<file path="src/rtl/xalu_nibble_seq.sv">
// xalu_nibble_seq: nibble-serial sequencer in front of the 4-bit ALU slice.
// A request is latched over in_valid/in_ready. The operands are then fed to the
// slice one nibble per cycle, with the inter-nibble carry held in a register.
// The result word and the word-level flags are published in DONE.
// Optional feature macro: XALU_SEQ_OVF_EN. It adds the signed-overflow output ovf for ADD.
module xalu_nibble_seq #(
  parameter int NIBBLES = 4
) (
  input  logic                   clk,
  input  logic                   rst,
  input  logic                   in_valid,
  output logic                   in_ready,
  input  logic [4*NIBBLES-1:0]   op_a,
  input  logic [4*NIBBLES-1:0]   op_b,
  input  logic [2:0]             func,
  input  logic                   com,
  input  logic                   cin,
  output logic                   out_valid,
  input  logic                   out_ready,
  output logic [4*NIBBLES-1:0]   result,
  output logic                   cout,
  output logic                   zero,
  output logic                   neg_zero,
  output logic                   equ,
`ifdef XALU_SEQ_OVF_EN
  output logic                   ovf,
`endif
  output logic [3:0]             alu_a,
  output logic [3:0]             alu_b,
  output logic [2:0]             alu_f,
  output logic                   alu_com,
  output logic                   alu_ci_left,
  output logic                   alu_ci_right,
  input  logic [3:0]             alu_d,
  input  logic                   alu_co_left,
  input  logic                   alu_co_right,
  input  logic                   alu_zero,
  input  logic                   alu_neg_zero,
  input  logic                   alu_equ
);

  localparam int IW = (NIBBLES > 1) ? $clog2(NIBBLES) : 1;
  localparam logic [2:0] F_ADD = 3'd0;
  localparam logic [2:0] F_SHR = 3'd6;
  localparam logic [2:0] F_SHL = 3'd7;

  typedef enum logic [1:0] {IDLE, RUN, DONE} state_t;

  state_t state_q, state_d;

  logic [IW-1:0]              idx_q, idx_d;
  logic [NIBBLES-1:0][3:0]    a_q, a_d, b_q, b_d, acc_q, acc_d;
  logic [2:0]                 func_q, func_d;
  logic                       com_q, com_d;
  logic                       cy_q, cy_d;
  logic                       zacc_q, zacc_d, nacc_q, nacc_d, eacc_q, eacc_d;
  logic [4*NIBBLES-1:0]       result_q, result_d;
  logic                       cout_q, cout_d;
  logic                       zero_q, zero_d, neg_zero_q, neg_zero_d, equ_q, equ_d;
  logic                       ovld_q, ovld_d;
  logic                       last;
  logic                       is_shr;
`ifdef XALU_SEQ_OVF_EN
  logic                       msb_q, msb_d;
  logic                       ovf_q, ovf_d;
`endif

  // Next-state, slice drive and datapath update; every target defaulted first.
  always_comb begin
    state_d      = state_q;
    idx_d        = idx_q;
    a_d          = a_q;
    b_d          = b_q;
    func_d       = func_q;
    com_d        = com_q;
    cy_d         = cy_q;
    acc_d        = acc_q;
    zacc_d       = zacc_q;
    nacc_d       = nacc_q;
    eacc_d       = eacc_q;
    result_d     = result_q;
    cout_d       = cout_q;
    zero_d       = zero_q;
    neg_zero_d   = neg_zero_q;
    equ_d        = equ_q;
    ovld_d       = ovld_q;
`ifdef XALU_SEQ_OVF_EN
    msb_d        = msb_q;
    ovf_d        = ovf_q;
`endif
    in_ready     = 1'b0;
    alu_a        = '0;
    alu_b        = '0;
    alu_f        = '0;
    alu_com      = 1'b0;
    alu_ci_left  = 1'b0;
    alu_ci_right = 1'b0;
    is_shr       = (func_q == F_SHR);
    // SHR walks MSB->LSB, everything else LSB->MSB
    last         = is_shr ? (idx_q == '0) : (idx_q == IW'(NIBBLES-1));

    case (state_q)
      IDLE: begin
        in_ready = 1'b1;
        if (in_valid) begin
          a_d     = op_a;
          b_d     = op_b;
          func_d  = func;
          com_d   = com;
          cy_d    = cin;
          zacc_d  = 1'b1;
          nacc_d  = 1'b1;
          eacc_d  = 1'b1;
          idx_d   = (func == F_SHR) ? IW'(NIBBLES-1) : '0;
          state_d = RUN;
        end
      end
      RUN: begin
        alu_a         = a_q[idx_q];
        alu_b         = b_q[idx_q];
        alu_f         = func_q;
        alu_com       = com_q;
        alu_ci_left   = is_shr ? cy_q : 1'b0;
        alu_ci_right  = is_shr ? 1'b0 : cy_q;
        acc_d[idx_q]  = alu_d;
        cy_d          = is_shr ? alu_co_right : alu_co_left;
        zacc_d        = zacc_q & alu_zero;
        nacc_d        = nacc_q & alu_neg_zero;
        eacc_d        = eacc_q & alu_equ;
`ifdef XALU_SEQ_OVF_EN
        // com only inverts data, so undo it to recover the true sum MSB
        if (last) msb_d = alu_d[3] ^ com_q;
`endif
        if (last) state_d = DONE;
        else      idx_d   = is_shr ? (idx_q - IW'(1)) : (idx_q + IW'(1));
      end
      DONE: begin
        // First DONE cycle publishes the word; out_valid follows and holds until taken.
        if (!ovld_q) begin
          ovld_d     = 1'b1;
          result_d   = acc_q;
          cout_d     = ((func_q == F_ADD) || (func_q == F_SHL) || is_shr) ? cy_q : 1'b0;
          zero_d     = zacc_q;
          neg_zero_d = nacc_q;
          equ_d      = eacc_q;
`ifdef XALU_SEQ_OVF_EN
          ovf_d      = (func_q == F_ADD) &&
                       (a_q[NIBBLES-1][3] == b_q[NIBBLES-1][3]) &&
                       (msb_q != a_q[NIBBLES-1][3]);
`endif
        end else if (out_ready) begin
          ovld_d  = 1'b0;
          state_d = IDLE;
        end
      end
      default: state_d = IDLE;
    endcase
  end

  // State register.
  always_ff @(posedge clk) begin
    if (rst) state_q <= IDLE;
    else     state_q <= state_d;
  end

  // Datapath and published-output registers.
  always_ff @(posedge clk) begin
    if (rst) begin
      idx_q      <= '0;
      a_q        <= '0;
      b_q        <= '0;
      func_q     <= '0;
      com_q      <= 1'b0;
      cy_q       <= 1'b0;
      acc_q      <= '0;
      zacc_q     <= 1'b1;
      nacc_q     <= 1'b1;
      eacc_q     <= 1'b1;
      result_q   <= '0;
      cout_q     <= 1'b0;
      zero_q     <= 1'b1;
      neg_zero_q <= 1'b0;
      equ_q      <= 1'b1;
      ovld_q     <= 1'b0;
`ifdef XALU_SEQ_OVF_EN
      msb_q      <= 1'b0;
      ovf_q      <= 1'b0;
`endif
    end else begin
      idx_q      <= idx_d;
      a_q        <= a_d;
      b_q        <= b_d;
      func_q     <= func_d;
      com_q      <= com_d;
      cy_q       <= cy_d;
      acc_q      <= acc_d;
      zacc_q     <= zacc_d;
      nacc_q     <= nacc_d;
      eacc_q     <= eacc_d;
      result_q   <= result_d;
      cout_q     <= cout_d;
      zero_q     <= zero_d;
      neg_zero_q <= neg_zero_d;
      equ_q      <= equ_d;
      ovld_q     <= ovld_d;
`ifdef XALU_SEQ_OVF_EN
      msb_q      <= msb_d;
      ovf_q      <= ovf_d;
`endif
    end
  end

  assign out_valid = ovld_q;
  assign result    = result_q;
  assign cout      = cout_q;
  assign zero      = zero_q;
  assign neg_zero  = neg_zero_q;
  assign equ       = equ_q;
`ifdef XALU_SEQ_OVF_EN
  assign ovf       = ovf_q;
`endif

endmodule

</file>
<file path="config.mk">
export PLATFORM = sky130hd
export DESIGN_NAME = xalu_nibble_seq
export DESIGN_NICKNAME = d
export VERILOG_FILES = /design/src/rtl/xalu_nibble_seq.sv
export SDC_FILE = /design/constraint.sdc
export NUM_CORES = 1
export LEC_CHECK = 0
export BUFFER_PORTS_ARGS = -buffer_cell sky130_fd_sc_hd__buf_2
export CAP_MARGIN = 15
export CORE_MARGIN = 2
export CORE_UTILIZATION = 40
export CTS_BUF_LIST = sky130_fd_sc_hd__clkbuf_4
export DETAILED_ROUTE_END_ITERATION = 10
export GPL_TIMING_DRIVEN = 0
export SYNTH_ARGS = -nofsm -noshare
export SYNTH_HDL_FRONTEND = slang
export SYNTH_SLANG_ARGS = --single-unit
</file>
<file path="constraint.sdc">
create_clock -name clk -period 2.16 [get_ports clk]
set_clock_uncertainty 0.05 [all_clocks]
set_input_delay 0.216 -clock clk [delete_from_list [all_inputs] [get_ports clk]]
set_output_delay 0.216 -clock clk [all_outputs]
set_load 0.02 [all_outputs]
</file>
==> results.tsv <==
stage	metric	value	unit
status	status	finished, final reports clean	
grt	overflow	0	
drt	drtAntennaViolNets	0	
pwr	power_density	697	mW/mm2
yosys	synth-edff-count	0	
sta	fin_crit_sh	0.969	
yosys	yosys_register_bits	81	
yosys	ys_types	31	
clocking	root_buffer	clkbuf_4	
yosys	yosysMostFrequentCell	nand2_1	
sta	max_freq	478	MHz
critical_path	reg2reg_depth	5	
sta	rsz0062_at_grt	false	
clocking	path_clk_slew	0.13	ns
sta	slew_violations	0	
sta	hold_viol_final	0	
clocking	tritoncts	built	
hold_path	hold_path_class	input pin to flop	
yosys	synthFlopType	dfxtp_1	
grt	antenna_found_initial	0	
grt	grt_usage	0.201	
yosys	synth_nets	433	
clocking	cts.sinks	81	
yosys	ys_top_cells_by_count	nand2_1, dfxtp_1, a21oi_1, nor2_1, mux2i_1	
yosys	synth-async-reset-ratio	0	
yosys	synth.avg_cell_area	8.55	um2
critical_path	cp-start-kind	flop	
critical_path	critPathRequiredTime	1.89	ns
grt	grt_pass1_vias	2970	
job	maxCapViolations	0	
die	rows	32	
sta	tightest_slew	0.560	ns
yosys	yosys_warnings	0	
pwr	ir_drop	0.295	mV
critical_path	cpPeakStageDelay	0.53	ns
critical_path	crit_top_cell	buf_2	
hold_path	worstHoldPathCells	3	
drt	wl_per_cell	13.5	um
critical_path	worst-path-stages	4	
clocking	insertion_delay	0.42	ns
critical_path	cp_slowest_cell	mux4_2	
finish	insertedDiodeCount	0	
critical_path	cp.buffers_inverters	2	
finish	nets	568	
critical_path	critPathMaxFanout	7	
yosys	yosys-top-cells-area	dfxtp_1, nand2_1, a21oi_1	
yosys	syn-cell-area	0.00327	mm2
yosys	syn_inst	383	
die	dieWidth	94.5	um
sta	setup_tns	0	ns
finish	fillCellCount	770	
yosys	ys_seq_area_frac	0.495	
grt	grt_pass1_wl	13900	um
sta	slew-limit-headroom	0.627	
placement	gp_congestion	0.751	
pwr	p_total	3070	uW
sta	finalCriticalPeriod	2.09	ns
placement	place_inst	569	
critical_path	cp_top_family	multiplexers	
die	ios	86	
drt	first_pass_iters	4	
sta	finalSetupViolCount	0	
pwr	p_leak	0.00187	uW
drt	num_vias	3025	
clocking	cts_buffers	9	
die	die_h	94.5	um
placement	place_hpwl	5770	um
drt	viasPerCell	4.84	
die	fp.coreArea	0.00785	mm2
critical_path	crit_path_end_kind	output pin	
grt	grt_max_degree	15	
placement	portBuffers	84	
drt	drc	0	
drt	drt_wl_total	8430	um
clocking	clockBufferDepth	2	
drt	drt_iter0_markers	137	
finish	fin_cells	625	
yosys	netlist.area_leader.share	0.495	
critical_path	crit_type	flop to output pin	
die	initial_core_util	0.417	
die	die_area	0.00892	mm2
yosys	yosysTopAreaCell	dfxtp_1	
critical_path	cp_cell_sequence	buf_2 -> mux4_2 -> and2_1 -> buf_2	
finish	drive_gt1_frac	0.243	
finish	synthToLayoutAreaGrowth	34.6	%
clocking	htreeDepth	3	
critical_path	cp_data_arrival_time	1.83	ns
where the power goes:
group | total (uW) | internal [uW] | switching, uW
clock | 1000 | 469 | 534
combinational | 471 | 226 | 246
sequential | 1600 | 1560 | 35.6
total | 3070 | 2250 | 815
placed cells by master, fill, tap and decap left out, types with 2 or more instances in the layout:
cell / instances
a21o_1: 2
buf_6: 3
mux4_2: 8
nand3_1: 2
nor3b_4: 2
clkbuf_4: 10
nand2b_1: 2
nor2_1: 25
and2_1: 12
o21ai_0: 4
dlygate4sd3_1: 40
mux2i_1: 18
clkbuf_1: 14
bufinv_16: 2
nand3b_1: 3
nand2_1: 119
buf_2: 93
dfxtp_1: 80
a21oi_1: 60
nor3_1: 3
area by class of cell:
cell class                      instances  area (um2)  area share
Timing Repair Buffer                  124         821       0.186
Buffer                                 28         146      0.0332
Clock buffer                            9        67.6      0.0153
Sequential cell                        81        1620       0.368
Multi-Input combinational cell        274        1530       0.346
Clock inverter                          7        93.8      0.0213
Tap cell                              102         128      0.0290
final timing paths:
kind / from / end / slack (ns)
worst max-delay path: idx_q[1]$_SDFFE_PP0P_ / alu_a[0] / 0.07
worst min-delay path: alu_d[2] / acc_q[14]$_SDFFE_PP0P_ / 0.04
worst max register to register: state_q[1]$_SDFFE_PP0P_ / acc_q[10]$_SDFFE_PP0P_ / 0.54
worst min register to register: acc_q[2]$_SDFFE_PP0P_ / result[2]$_SDFFE_PP0P_ / 0.40
logic make-up (layout without fill, tap and decap cells):
logic type / Yosys count / in the layout / synth area share
buffers and inverters: 28 / 168 / 0.0405
xor gates and xnor gates: 1 / 1 / 0.00268
DFF: 81 / 81 / 0.495
AOI/OAI and AO/OA: 69 / 69 / 0.109
muxes: 26 / 26 / 0.110
and+or+nand+nor: 178 / 178 / 0.242
registers in the layout (all words and copies together), names as in the netlist, 2 cells and up:
name / count
result: 16
idx_q: 2
b_q: 16
acc_q: 16
state_q: 2
func_q: 3
a_q: 16
per-layer routing:
layer | share of wire | up-vias | global-route usage
met2 | 0.47 | 75 | 0.333
met5 | 0 | - | 0
met4 | 0.019 | 0 | 0.0833
li1 | - | 1543 | -
met3 | 0.043 | 13 | 0.0343
met1 | 0.47 | 1394 | 0.259
through the flow:
stage | area (um2) | worst slack, ns | hold WS [ns] | util
after CTS | 4390 | 0.0386 | 0.0225 | 0.560
final | 4410 | 0.0671 | 0.0415 | 0.561
after floorplan | 3270 | 0.595 | 0.302 | -
after global routing | 4410 | 0.00980 | 0.0311 | 0.561
after detailed placement | 3820 | 0.0874 | 0.394 | 0.487
after global placement | 3820 | 0.0912 | 0.387 | 0.487
worst register-to-register path: stages (launching register included):
cell and delay (ns):
dfxtp_1 0.41, nand2b_1 0.22, buf_6 0.16, nor3b_4 0.38, mux2i_1 0.23, nor2_1 0.05
timing repair:
| action | 4_1_cts | 5_1_grt |
|---|---|---|
| gates resized for setup | 4 | 5 |
| pin swaps | 0 | 0 |
| endpoints found under the setup margin | 10 | 10 |
| hold endpoints to repair | 40 | 0 |
| hold buffers | 40 | 0 |
| buffers inserted | 0 | 0 |
Note: power is estimated with default switching activity, not from simulation.
